==> config.mk <==
export PLATFORM = sky130hd
export DESIGN_NAME = iob_sim_ctrl
export DESIGN_NICKNAME = d
export VERILOG_FILES = /design/src/rtl/iob_sim_ctrl.sv
export SDC_FILE = /design/constraint.sdc
export NUM_CORES = 1
export LEC_CHECK = 0
export BUFFER_PORTS_ARGS = -buffer_cell sky130_fd_sc_hd__buf_2
export CAP_MARGIN = 10
export CORE_MARGIN = 4
export CORE_UTILIZATION = 57
export CTS_BUF_LIST = sky130_fd_sc_hd__clkbuf_16
export CTS_CLUSTER_SIZE = 20
export DETAILED_ROUTE_END_ITERATION = 10
export PLACE_DENSITY_LB_ADDON = 0.08
export RECOVER_POWER = 25
export REMOVE_ABC_BUFFERS = 1
export SLEW_MARGIN = 20
export SYNTH_ARGS = -nofsm -noshare
export SYNTH_HDL_FRONTEND = slang
export SYNTH_SLANG_ARGS = --single-unit
==> constraint.sdc <==
create_clock -name clk_i -period 4.25 [get_ports clk_i]
set_clock_uncertainty 0.1 [all_clocks]
set_input_delay 0.2125 -clock clk_i [delete_from_list [all_inputs] [get_ports clk_i]]
set_output_delay 0.2125 -clock clk_i [all_outputs]
set_load 0.05 [all_outputs]
==> src/rtl/iob_sim_ctrl.sv <==
// Simulation controller: watches per-CPU trap lines, asserts a sticky
// end-of-simulation request after a hold-off delay, provides a divided clock
// and exposes status/counters through an IOb native CSR slave.
// Optional watchdog compiled in with IOB_SIM_CTRL_TIMEOUT_EN.
// Ports:
//   clk_i, rst_n_i         system clock, synchronous active-low reset
//   trap_i                 per-channel trap levels
//   iob_*                  IOb native slave (avalid/addr/wdata/wstrb in,
//                          rdata/ready/rvalid out)
//   div_clk_o              clk_i divided by CLK_DIV, 50% duty
//   done_o                 sticky end-of-simulation request
//   trap_id_o              first trapping channel, 4'hF for watchdog expiry
//   timeout_o              watchdog expiry flag
module iob_sim_ctrl #(
    parameter int unsigned N_TRAP  = 2,
    parameter int unsigned CLK_DIV = 4,
    parameter int unsigned HOLDOFF = 10,
    parameter int unsigned DATA_W  = 32
) (
    input  logic                  clk_i,
    input  logic                  rst_n_i,
    input  logic [N_TRAP-1:0]     trap_i,
    input  logic                  iob_avalid_i,
    input  logic [3:0]            iob_addr_i,
    input  logic [DATA_W-1:0]     iob_wdata_i,
    input  logic [DATA_W/8-1:0]   iob_wstrb_i,
    output logic [DATA_W-1:0]     iob_rdata_o,
    output logic                  iob_ready_o,
    output logic                  iob_rvalid_o,
    output logic                  div_clk_o,
    output logic                  done_o,
    output logic [3:0]            trap_id_o,
    output logic                  timeout_o
);

    localparam int unsigned HALF   = CLK_DIV / 2;
    localparam int unsigned DIV_W  = (HALF > 1) ? $clog2(HALF) : 1;
    localparam int unsigned HOLD_W = (HOLDOFF > 1) ? $clog2(HOLDOFF) : 1;

    typedef enum logic [1:0] {
        IDLE = 2'd0,
        HOLD = 2'd1,
        DONE = 2'd2
    } state_t;

    state_t              state, state_next;
    logic [HOLD_W-1:0]   hold_cnt, hold_next;
    logic [3:0]          trap_id_next;
    logic                timeout_next;
    logic [DIV_W-1:0]    div_cnt;
    logic [N_TRAP-1:0]   trap_prev;
    logic [N_TRAP-1:0]   trap_mask;
    logic [31:0]         cycle_cnt;

    logic [N_TRAP-1:0]   edge_c;
    logic [3:0]          first_id_c;
    logic [31:0]         wdata_c;
    logic [3:0]          wstrb_c;
    logic                read_c, write_c, clear_c, timeout_hit_c;
    logic [DATA_W-1:0]   rd_data_c;

    assign wdata_c = 32'(iob_wdata_i);
    assign wstrb_c = 4'(iob_wstrb_i);
    assign read_c  = iob_avalid_i && (iob_wstrb_i == '0);
    assign write_c = iob_avalid_i && (iob_wstrb_i != '0);
    assign clear_c = write_c && (iob_addr_i == 4'h0) && wstrb_c[0] && wdata_c[0];
    assign edge_c  = trap_i & ~trap_prev;

`ifdef IOB_SIM_CTRL_TIMEOUT_EN
    logic [31:0] timeout_limit;
    assign timeout_hit_c = (timeout_limit != '0) && (cycle_cnt == timeout_limit)
                           && (state != DONE);
`else
    logic unused_c;
    assign timeout_hit_c = 1'b0;
    assign unused_c      = ^{wdata_c[31:1], wstrb_c[3:1]};
`endif

    // Lowest-index channel among simultaneous rising edges
    always_comb begin
        first_id_c = 4'd0;
        for (int i = N_TRAP - 1; i >= 0; i--) begin
            if (edge_c[i]) first_id_c = 4'(i);
        end
    end

    // Next-state logic; a trap edge outranks a watchdog hit, soft clear outranks all
    always_comb begin
        state_next   = state;
        hold_next    = hold_cnt;
        trap_id_next = trap_id_o;
        timeout_next = timeout_o;
        if (clear_c) begin
            state_next   = IDLE;
            hold_next    = '0;
            trap_id_next = 4'd0;
            timeout_next = 1'b0;
        end else begin
            case (state)
                IDLE: begin
                    if (edge_c != '0) begin
                        state_next   = HOLD;
                        hold_next    = '0;
                        trap_id_next = first_id_c;
                    end else if (timeout_hit_c) begin
                        state_next   = DONE;
                        timeout_next = 1'b1;
                        trap_id_next = 4'hF;
                    end
                end
                HOLD: begin
                    if (timeout_hit_c && (edge_c == '0)) begin
                        state_next   = DONE;
                        timeout_next = 1'b1;
                        trap_id_next = 4'hF;
                    end else if (hold_cnt == HOLD_W'(HOLDOFF - 1)) begin
                        state_next = DONE;
                    end else begin
                        hold_next = HOLD_W'(hold_cnt + 1'b1);
                    end
                end
                default: state_next = DONE;
            endcase
        end
    end

    // CSR read mux
    always_comb begin
        rd_data_c = '0;
        case (iob_addr_i)
            4'h0: rd_data_c = DATA_W'({timeout_o, done_o, 2'(state)});
            4'h4: rd_data_c = DATA_W'(trap_mask);
`ifdef IOB_SIM_CTRL_TIMEOUT_EN
            4'h8: rd_data_c = DATA_W'(timeout_limit);
`endif
            4'hC: rd_data_c = DATA_W'(cycle_cnt);
            default: rd_data_c = '0;
        endcase
    end

    // State register, counters, CSRs and registered outputs
    always_ff @(posedge clk_i) begin
        if (!rst_n_i) begin
            state        <= IDLE;
            hold_cnt     <= '0;
            trap_id_o    <= 4'd0;
            timeout_o    <= 1'b0;
            done_o       <= 1'b0;
            div_cnt      <= '0;
            div_clk_o    <= 1'b0;
            trap_prev    <= '0;
            trap_mask    <= '0;
            cycle_cnt    <= '0;
            iob_ready_o  <= 1'b0;
            iob_rvalid_o <= 1'b0;
            iob_rdata_o  <= '0;
`ifdef IOB_SIM_CTRL_TIMEOUT_EN
            timeout_limit <= '0;
`endif
        end else begin
            state     <= state_next;
            hold_cnt  <= hold_next;
            trap_id_o <= trap_id_next;
            timeout_o <= timeout_next;
            done_o    <= (state_next == DONE);
            trap_prev <= trap_i;

            if (div_cnt == DIV_W'(HALF - 1)) begin
                div_cnt   <= '0;
                div_clk_o <= ~div_clk_o;
            end else begin
                div_cnt <= DIV_W'(div_cnt + 1'b1);
            end

            if (clear_c) begin
                trap_mask <= '0;
                cycle_cnt <= '0;
            end else begin
                trap_mask <= trap_mask | edge_c;
                if ((state != DONE) && (cycle_cnt != 32'hFFFF_FFFF)) begin
                    cycle_cnt <= cycle_cnt + 32'd1;
                end
            end

            iob_ready_o  <= 1'b1;
            iob_rvalid_o <= read_c;
            if (read_c) iob_rdata_o <= rd_data_c;

`ifdef IOB_SIM_CTRL_TIMEOUT_EN
            if (write_c && (iob_addr_i == 4'h8)) begin
                for (int b = 0; b < 4; b++) begin
                    if (wstrb_c[b]) timeout_limit[8*b +: 8] <= wdata_c[8*b +: 8];
                end
            end
`endif
        end
    end

endmodule
==> flow_summary.toml <==
[synth]
ys.flop_type = "dfxtp_1"
yosysMostFrequentCell = "dfxtp_1"
ys_types = 53
synthTopCellsByCount = "80 x dfxtp_1, 62 x nor2_1, 31 x a22oi_1, 26 x nand2_1, 25 x a21oi_1"
ys_async_sr_fraction_pct = 0
netlist_area_um2 = 3480
syn_inst = 395
yosys-top-cells-area = "dfxtp_1 46%, a22oi_1 6.7%, nor2_1 6.7%"
yosys.area.top_type = "dfxtp_1"
syn_area_per_cell_um2 = 8.80
synth_seq_area_share_pct = 46.1
yosys.area.top_type_share_pct = 46.1
yosysWarnings = 0
synth_seq_cells = 80
synth-edff-count = 0

[global_routing]
grt_util_all_layers_pct = 21.1
grt_pass1_vias = 2829
grt_max_degree = 37
overflow = 0
grt_pass1_wl_um = 12800
antenna_found_initial = 0

[routing]
post-route-drc-count = 0
drt_iter0_drc = 193
routed_wirelength_um = 7480
via_per_inst = 5.82
ant_nets = 0
vias = 3027
wire_per_inst_um = 14.4
first_pass_iters = 4

[cts]
cts_buffers = 9
cts-root-buf = "clkbuf_16"
cts_resized = 0
cts_tree = "yes"
cts_sinks = 80
clock_latency_ps = 330
clock_path_buffers = 2
clk_pin_slew_ps = 60
cts_htree_levels = 3

[timing]
tns_ps = 0
max_freq_mhz = 374
layout_min_cycle_time_ps = 2680
hold_violations = 0
fin_ws_ps = 1570
rsz0062_at_grt = "false"
tightest_slew_ps = 992
report.final.slew_viol_count = 0
setup_viol = 0
relSlewSlack_pct = 33.5
fin_crit_sh_pct = 63.0

[floorplan]
rows = 28
io_pins = 86
dieHeight_um = 86.1
start_util_pct = 58.7
fp.dieW_um = 86.1
coreArea_um2 = 5920
die-area_um2 = 7410

[layout]
final_util_pct = 67.8
final_area_um2 = 4020
nFillCells = 515
fin_cells = 520
antenna_cells = 0
drive_gt1_share_pct = 13.3
area_growth_pct = 15.6
nNetsFinal = 488

[place]
place_area_um2 = 3720
hpwlAfterDp_um = 5100
place_inst = 501
port_buffers = 50
gp_congestion = 0.823
detailedPlace.worstSlack_ps = 1560

[worst_hold_path]
hp-class = "in2reg"
holdPathStages = 5

[critical_path]
worst_ep_required_time_ps = 4410
start_kind = "register"
cp_max_fo = 12
cp.arrival_ps = 2840
rr_worst_depth = 5
endpoint_kind = "register"
path_class = "reg2reg"

[power]
p_per_area_nw_per_um2 = 395
peakVddDrop_mv = 0.309
leakagePower_nw = 1.40

[job]
maxCapViolations = 0

[run_status]
status = "completed"
-- state kept, by name (all words and copies together), names as in the netlist --
name / flops
trap_mask: 2
iob_rvalid_o: 1
state: 2
cycle_cnt: 32
done_o: 1
iob_ready_o: 1
iob_rdata_o: 32
trap_id_o: 1
div_clk_o: 1
trap_prev: 2
hold_cnt: 4
div_cnt: 1
-- per-stage QoR --
stage	hold slack, ps	total power (W)
after floorplan	140	0.000833
after global placement	320	0.000856
after detailed placement	326	0.000859
after CTS	301	0.00160
after global routing	356	0.00164
final	304	0.00159
-- report_power, final --
part / internal (W) / switching, W
clock: 0.000449 / 0.000293
combinational: 0.0000223 / 0.0000520
sequential: 0.000760 / 0.00000909
total: 0.00123 / 0.000355
-- cell usage in the layout, fill, tap and decap left out, types with 9 or more instances in the layout --
master | Yosys | final
o21ai_0 | 16 | 16
a22oi_1 | 31 | 31
nand2_1 | 26 | 26
clkbuf_16 | 0 | 9
nand3_1 | 13 | 13
clkbuf_1 | 15 | 27
a21oi_1 | 25 | 25
nand4_1 | 9 | 9
buf_2 | 2 | 23
or3_1 | 12 | 12
dfxtp_1 | 80 | 80
nor2_1 | 62 | 62
-- routing by layer --
| metal | share of wire (%) | GRT usage [%] | up-vias |
|---|---|---|---|
| li1 | - | - | 1531 |
| met1 | 43 | 24.8 | 1430 |
| met2 | 52 | 37.8 | 54 |
| met3 | 3.8 | 3.55 | 12 |
| met4 | 1.5 | 8.78 | 0 |
| met5 | 0 | 0 | - |
-- kinds of logic after synthesis --
logic type | Yosys count | synth area share, %
adder cells (fa/ha/maj) | 3 | 1.08
AND/OR/NAND/NOR | 167 | 25.3
XOR/XNOR | 11 | 2.77
flip-flops | 80 | 46.1
other | 1 | 0.108
multiplexers | 4 | 1.15
buffers and inverters | 32 | 4.97
AO/OA/AOI/OAI | 97 | 18.5
-- cell type report --
class	instances	area, µm²	area share (%)
multi-input combinational	286	1740	43.2
sequential	80	1600	39.9
timing repair buffer	56	269	6.70
clock buffer	9	225	5.61
tap	75	93.8	2.34
clock inverter	7	65.1	1.62
inverter	7	26.3	0.654
-- path summary, 6_finish.rpt --
path                               from  slack [ps]                           to
max          cycle_cnt[11]$_SDFFE_PP0P_        1570    cycle_cnt[1]$_SDFFE_PP0P_
min                       iob_addr_i[0]         300  iob_rdata_o[2]$_SDFFE_PN0P_
max reg2reg  cycle_cnt[11]$_SDFFE_PP0P_        1570    cycle_cnt[1]$_SDFFE_PP0P_
min reg2reg          div_cnt$_SDFF_PP0_         340           div_cnt$_SDFF_PP0_
-- worst max-delay path, stage by stage, from the launching register on --
cell and delay, ps:
dfxtp_1 560, nand4_1 280, or4_2 690, nor3_1 620, o21ai_0 190, a21oi_1 170
-- what timing repair did --
item	in CTS	in global routing
buffers inserted	0	0
hold buffers	3	0
endpoints found under the hold margin	3	0
Power figures use the tool's default switching activity.
